[src/rtl/fixed_point_divider.sv]
// fixed_point_divider: sequential sign-magnitude restoring divider, y = a / b, one quotient bit per clock
// Word format [sign | q_m integer | q_n fraction]; quotient truncated toward zero.
// Ports:
//   clk_i, reset_i (async, active-low)
//   valid_in / ready_out  : operand handshake, a_in dividend, b_in divisor
//   valid_out / ready_in  : result handshake, y_out quotient
//   overflow_out          : quotient magnitude saturated to all ones
//   div_by_zero_out       : divisor magnitude was zero (+0 or -0)
module fixed_point_divider #(
   parameter int sign = 1,
   parameter int q_m  = 16,
   parameter int q_n  = 16
) (
   input  logic                      clk_i,
   input  logic                      reset_i,
   input  logic                      valid_in,
   output logic                      ready_out,
   input  logic [sign+q_m+q_n-1:0]   a_in,
   input  logic [sign+q_m+q_n-1:0]   b_in,
   output logic                      valid_out,
   input  logic                      ready_in,
   output logic [sign+q_m+q_n-1:0]   y_out,
   output logic                      overflow_out,
   output logic                      div_by_zero_out
);
   localparam int W    = sign + q_m + q_n;
   localparam int M    = q_m + q_n;
   localparam int ITER = q_m + 2 * q_n;
   localparam int CW   = $clog2(ITER);
   typedef enum logic [1:0] {IDLE, CALC, DONE} state_t;
   state_t          state_q;
   logic [ITER-1:0] d_q;
   // only ITER-1 quotient bits need storing: the final step supplies the LSB
   logic [ITER-2:0] q_q;
   logic [ITER-1:0] q_d;
   // remainder stays below the divisor after every step, so M bits hold it;
   // the extra bit of the trial remainder lives only in r_sh
   logic [M-1:0]    r_q, r_d, b_q, a_mag, b_mag, mag_d;
   logic [M:0]      r_sh;
   logic [CW-1:0]   cnt_q;
   logic [W-1:0]    y_q, y_d;
   logic            s_q, s_in, ge, ovf_d, ovf_q, dbz_q;
   always_comb begin
      a_mag = a_in[M-1:0];
      b_mag = b_in[M-1:0];
      s_in  = (sign != 0) && (a_in[W-1] ^ b_in[W-1]);
      r_sh  = {r_q, d_q[ITER-1]};
      ge    = r_sh >= {1'b0, b_q};
      r_d   = ge ? M'(r_sh - {1'b0, b_q}) : r_sh[M-1:0];
      q_d   = {q_q, ge};
      ovf_d = |q_d[ITER-1:M];
      mag_d = ovf_d ? {M{1'b1}} : q_d[M-1:0];
      // sign only on a non-zero magnitude, so -0 is never produced
      y_d   = W'(mag_d) | (W'(s_q & |mag_d) << M);
   end
   always_ff @(posedge clk_i or negedge reset_i) begin
      if (!reset_i) begin
         state_q <= IDLE;
         d_q     <= '0;
         q_q     <= '0;
         r_q     <= '0;
         b_q     <= '0;
         s_q     <= 1'b0;
         cnt_q   <= '0;
         y_q     <= '0;
         ovf_q   <= 1'b0;
         dbz_q   <= 1'b0;
      end else begin
         case (state_q)
            IDLE: if (valid_in) begin
               d_q   <= {a_mag, {q_n{1'b0}}};
               b_q   <= b_mag;
               s_q   <= s_in;
               r_q   <= '0;
               q_q   <= '0;
               cnt_q <= CW'(ITER - 1);
               if (b_mag == '0) begin
                  y_q     <= W'({M{1'b1}}) | (W'(s_in) << M);
                  ovf_q   <= 1'b0;
                  dbz_q   <= 1'b1;
                  state_q <= DONE;
               end else begin
                  state_q <= CALC;
               end
            end
            CALC: begin
               r_q <= r_d;
               q_q <= q_d[ITER-2:0];
               d_q <= d_q << 1;
               if (cnt_q == '0) begin
                  y_q     <= y_d;
                  ovf_q   <= ovf_d;
                  dbz_q   <= 1'b0;
                  state_q <= DONE;
               end else begin
                  cnt_q <= cnt_q - CW'(1);
               end
            end
            DONE: if (ready_in) state_q <= IDLE;
            default: state_q <= IDLE;
         endcase
      end
   end
   assign ready_out       = state_q == IDLE;
   assign valid_out       = state_q == DONE;
   assign y_out           = y_q;
   assign overflow_out    = ovf_q;
   assign div_by_zero_out = dbz_q;
endmodule

[config.mk]
export PLATFORM = sky130hd
export DESIGN_NAME = fixed_point_divider
export DESIGN_NICKNAME = d
export VERILOG_FILES = /design/src/rtl/fixed_point_divider.sv
export SDC_FILE = /design/constraint.sdc
export NUM_CORES = 1
export LEC_CHECK = 0
export CORE_MARGIN = 3
export CORE_UTILIZATION = 47
export DETAILED_ROUTE_END_ITERATION = 8
export GPL_ROUTABILITY_DRIVEN = 1
export PLACE_DENSITY = 0.65
export SLEW_MARGIN = 10
export SYNTH_ARGS = -nofsm -noshare
export SYNTH_HDL_FRONTEND = slang
export SYNTH_SLANG_ARGS = --single-unit
[constraint.sdc]
create_clock -name clk_i -period 3.4 [get_ports clk_i]
set_input_delay 0.85 -clock clk_i [delete_from_list [all_inputs] [get_ports clk_i]]
set_output_delay 0.85 -clock clk_i [all_outputs]
set_load 0.01 [all_outputs]
Yosys cells after proc, flatten, opt, wreduce, memory -nomap -nowiden
Cells that the tools add are included.
{"block": "op_classes", "bitwise": 3, "mux": 28, "n_addsub": 2, "magnitude_cmp": 1, "eq_ne": 7, "reduce_logical": 11}
{"operator": "$mux 33", "n": 3}
{"operator": "$mux 32", "n": 3}
{"operator": "$pmux 48 s2", "n": 1}
{"operator": "$pmux 47 s2", "n": 1}
{"operator": "$pmux 33 s2", "n": 1}
{"operator": "$pmux 32 s2", "n": 1}
{"operator": "$mux 48", "n": 1}
{"operator": "$mux 47", "n": 1}
{"operator": "$ge 33x32->1", "n": 1}
{"operator": "$or 32x33->33", "n": 1}
{"operator": "$logic_not 32->1", "n": 1}
{"operator": "$reduce_or 32->1", "n": 1}
{"operator": "$sub 32x32->32", "n": 1}
{"operator": "$reduce_or 16->1", "n": 1}
{"operator": "$mux 6", "n": 2}
{"operator": "$pmux 6 s2", "n": 1}
{"operator": "$mux 2", "n": 4}
{"operator": "$logic_not 6->1", "n": 1}
{"operator": "$mux 1", "n": 6}
{"operator": "$ne 2x2->1 const B", "n": 3}
{"operator": "$pmux 2 s3", "n": 1}
{"operator": "$reduce_and 3->1", "n": 2}
{"operator": "$sub 6x1->6 const B", "n": 1}
{"operator": "$ne 2x1->1 const B", "n": 2}
{"operator": "9 further kinds", "n": 11}
{"block": "totals", "input_bits": 70, "reg_bits": 203, "wordCells": 62, "out_inout_bits": 37}

Logic depth before layout (Yosys ltp)
{"block": "logic_depth", "ltp_word": 7, "depth_mapped": 13, "ltp_nobuf": 12}

Worst setup path after synthesis
OpenSTA, ideal clock, no wires.
{"block": "synth_timing", "kind": "reg2reg", "startpoint": "reg d_q[47]", "endpoint": "reg r_q[18]", "arrival_time_ps": 2731, "path_stages_with_launch": 13, "slack_ps": 602, "synth_period_minus_slack_ps": 2798, "t_required_ps": 3334, "path_cell_list": "dfrtp_1 -> inv_1 -> ha_1 -> fa_1 -> nor2b_1 -> o31a_1 -> o21ai_0 -> a31oi_1 -> a21oi_1 -> nor3b_1 -> nor3_1 -> a2111oi_0 -> a221o_1"}
{"block": "synth_between", "elab_chain_len": 3}
{"item": "start, declared", "line": "32", "text": "logic [ITER-1:0] d_q;"}
{"item": "start signal, assigned", "line": "71", "text": "d_q <= {a_mag, {q_n{1'b0}}};"}
{"item": "start signal, assigned", "line": "89", "text": "d_q <= d_q << 1;"}
{"item": "$sub 32x32->32 or $ge 33x32->1 (tied branches)", "line": "49, 48"}
{"item": "$mux 32 (*)", "line": "49", "text": "r_d = ge ? M'(r_sh - {1'b0, b_q}) : r_sh[M-1:0];"}
{"item": "$pmux 32 s2 (*)", "line": "69", "text": "case (state_q)"}
{"item": "end signal, assigned", "line": "87", "text": "r_q <= r_d;"}
{"item": "end, declared", "line": "38", "text": "logic [M-1:0] r_q, r_d, b_q, a_mag, b_mag, mag_d;"}
Mark *: on every way between the ends. The rest lies on a longest branch, timed or not.
A chain may end at the register's enable or synchronous reset.

Worst setup path after layout
{"block": "layout_timing", "startpoint": "reg r_q[2]", "endpoint": "reg r_q[18]"}
{"block": "layout_between", "elab_chain_len": 3}
{"item": "$sub 32x32->32 or $ge 33x32->1 (tied branches)", "line": "49, 48"}
{"item": "$mux 32 (*)", "line": "49"}
{"item": "$pmux 32 s2 (*)", "line": "69"}
Marked as above.

==> flow_metrics.py <==
metrics = {
    "status": {
        "run_status": "complete, no violations",
    },
    "sta": {
        "fin_crit_ns": 3.08,
        "rsz0062_at_grt": "false",
        "finalClockSkew_ns": 0.0122,
        "setup_viol": 0,
        "final_max_slew_viol_count": 0,
        "fmax_mhz": 325,
        "fin_setup_tns_ns": 0,
        "tightest_slew_ns": 1.14,
        "hold_viol_final": 0,
        "whs_ns": 0.448,
        "fin_crit_sh_pct": 90.6,
        "slew_headroom_pct": 23.8,
    },
    "final_layout": {
        "final_cell_mix": "259 x nand2_1, 187 x dfrtp_1, 105 x clkdlybuf4s50_1, 96 x o21ai_0, 62 x nor2_1",
        "finalNetCount": 1265,
        "multi_input_area_um2": 4530,
        "seq_area_um2": 4680,
        "drive_above_1_share_pct": 5.63,
        "area_growth_pct": 20.5,
        "layout_commonest_cell": "nand2_1",
        "fillers": 1779,
        "antenna_cells": 0,
    },
    "grt": {
        "met1_usage_pct": 28.7,
        "grt-busiest-layer": "met2",
        "gr-usage-met3_pct": 4.31,
        "grt_pass1_vias": 7767,
        "track_usage_pct": 21.2,
        "grt_use_met2_pct": 35.5,
        "grt_overflow": 0,
        "grt_max_degree": 97,
        "antenna_found_initial": 0,
        "grt_pass1_wl_um": 38400,
    },
    "floorplanning": {
        "io_pins": 107,
        "initial_core_util_pct": 48.6,
        "coreArea_um2": 19800,
        "die_h_um": 149,
        "fp-row-count": 51,
        "dieArea_um2": 22200,
        "die_x_um": 149,
    },
    "drt": {
        "ant_nets": 0,
        "dr.pass1.iters": 5,
        "routed_wirelength_um": 23000,
        "via_per_inst": 5.49,
        "wl_per_cell_um": 16.0,
        "drtIter0Drc": 524,
        "vias": 7892,
        "drc": 0,
    },
    "logic_synthesis": {
        "synth_cell_types": 59,
        "synth.area.mux_share_pct": 2.60,
        "synth-seq-cells": 187,
        "synth_xor_area_share_pct": 2.28,
        "synthArstFlopShare_pct": 100,
        "synthSimpleGateAreaFrac_pct": 18.7,
        "yosysTopAreaCell": "dfrtp_1",
        "syn-cell-area_um2": 9610,
        "synth_top_area_share_pct": 48.7,
        "synthAdderAreaFrac_pct": 4.63,
        "synth-compound-area-share_pct": 18.7,
        "ys.warnings.count": 0,
        "synth_ff_type": "dfrtp_1",
        "synth.avg_cell_area_um2": 8.94,
        "synthCells": 1075,
        "synth_edf_count": 0,
        "synthTopCellsByArea": "dfrtp_1 49%, nand2_1 10%, o21ai_0 5.0%",
        "synth_seq_area_share_pct": 48.7,
        "synth_top_family_by_area": "compound AO/OA/AOI/OAI gates",
        "syn_nets": 1180,
    },
    "setup_path": {
        "cp_slowest_cell": "dfrtp_1",
        "max_stage_delay_ns": 0.40,
        "startpoint_type": "register",
        "cp_max_fo": 16,
        "end_kind": "register",
        "r2r-end": "r_q[18]",
        "crit_chain": "ha_1, nand3_1, o21bai_1, a21oi_2, o211ai_2, a211oi_4, o31ai_4, o31ai_4, buf_4, nor2_1, a221o_1",
        "rr_startpoint": "r_q[2]",
        "worst_path_most_repeated_cell": "o31ai_4",
        "critPathRequiredTime_ns": 3.72,
        "critical_path_arrival_ns": 3.40,
        "reg2reg_depth": 11,
        "crit_type": "register to register",
        "r2r_slack_ns": 0.32,
    },
    "cts": {
        "cts-root-buf": "clkbuf_16",
        "h-tree-depth": 4,
        "hold_buffers": 0,
        "cts.path.max_buffers": 2,
        "ctsResizeCount": 0,
        "numClockSinks": 187,
        "clkTransAtPathRegs_ns": 0.07,
        "cts_buffers": 17,
        "cts_tree": "built",
        "clk_latency_ns": 0.44,
        "post-cts-setup-buffers": 0,
    },
    "power_and_ir_drop": {
        "power_density_nw_per_um2": 444,
        "swShare_pct": 28.6,
        "comb_power_share_pct": 14.2,
        "power_frac_seq_pct": 47.6,
        "finalPower_mw": 5.14,
        "p_int_mw": 3.67,
        "power_switching_mw": 1.47,
        "p_clk_share_pct": 38.2,
        "ir_drop_uv": 320,
        "power.leakage_nw": 5.31,
    },
    "run": {
        "drv_cap": 0,
    },
    "place": {
        "dpl.hpwl_um": 15800,
        "port_buffers": 106,
        "place.gp.congestion": 0.882,
    },
    "worst_hold_path": {
        "hold_path.class": "primary input to asynchronous set/reset pin",
    },
}
-- how the worst max path moves through the flow --
| stage | endpoint | slack [ns] | from |
|---|---|---|---|
| 6_report | r_q[18] | 0.32 | r_q[2] |
| 5_1_grt | r_q[21] | 0.1 | r_q[2] |
| 4_1_cts | r_q[18] | 0.32 | r_q[2] |
| 3_5_place_dp | y_out[15] | 0.28 | b_in[1] |
| 3_3_place_gp | y_out[20] | 0.32 | b_in[16] |
| 2_1_floorplan | r_q[18] | 0.60 | d_q[47] |
-- registers in the layout (all words and copies together) (netlist names), 2 cells and up --
signal   count
q_q         47
y_out       33
b_q         32
d_q         32
r_q         32
cnt_q        6
state_q      2
-- power groups by stage --
stage	clock, mW	combinational, mW	sequential, mW
floorplan	0	0.488	2.45
global placement	0	0.722	2.49
finish	1.97	0.730	2.45
global route	2.11	0.823	2.46
detailed placement	0	0.730	2.49
CTS	2.01	0.733	2.45
-- critical path, delay by kind of cell, from the launching register on --
| family | cells | cell delay, ns |
|---|---|---|
| AOI/OAI and AO/OA | 7 | 1.66 |
| adders and majority gates | 1 | 0.39 |
| and+or+nand+nor | 2 | 0.21 |
| DFF | 1 | 0.40 |
| buffers and inverters | 1 | 0.30 |
-- layout make-up --
type | instances | area share (%)
timing repair buffer | 127 | 11.1
tap | 265 | 2.86
inverter | 45 | 1.46
clock buffer | 18 | 3.79
clock inverter | 14 | 1.27
sequential | 187 | 40.4
multi-input combinational | 782 | 39.1
-- through the flow --
step           utilization, %  area [µm²]  worst slack, ns  instances
2_1_floorplan               -        9610            0.602       1075
3_3_place_gp             55.6       11000            0.315       1406
3_5_place_dp             55.6       11000            0.283       1406
4_1_cts                  58.6       11600            0.315       1438
5_1_grt                  58.6       11600           0.0988       1438
6_report                 58.6       11600            0.318       1438
-- logic make-up after synthesis --
kind of cell | after synthesis
fa+ha+maj | 35
flops | 187
simple gates | 418
mux | 25
buf+inv | 106
xor+xnor | 25
compound gates | 279
-- per-layer routing --
layer | vias to the layer above | share of wire [%]
met2 | 156 | 49
met4 | 0 | 1.1
li1 | 3909 | -
met3 | 20 | 3.8
met1 | 3807 | 46
met5 | - | 0
-- cell usage after synthesis, drive strengths merged, types with 4 or more instances --
cell	instances
and3	4
nand3	16
nand2	260
clkbuf	42
o22a	32
nand4	9
o21bai	6
o211ai	7
o31ai	4
mux2i	25
nor3b	4
nand2b	4
o21ai	120
ha	34
buf	19
or3	4
a21o	12
nor2	62
inv	45
nor4	21
nor2b	8
xor2	10
nor3	15
dfrtp	187
a31oi	35
and4	4
a21oi	30
o21a	5
xnor2	15
a211oi	4
Note: power is estimated with default switching activity, not from simulation.
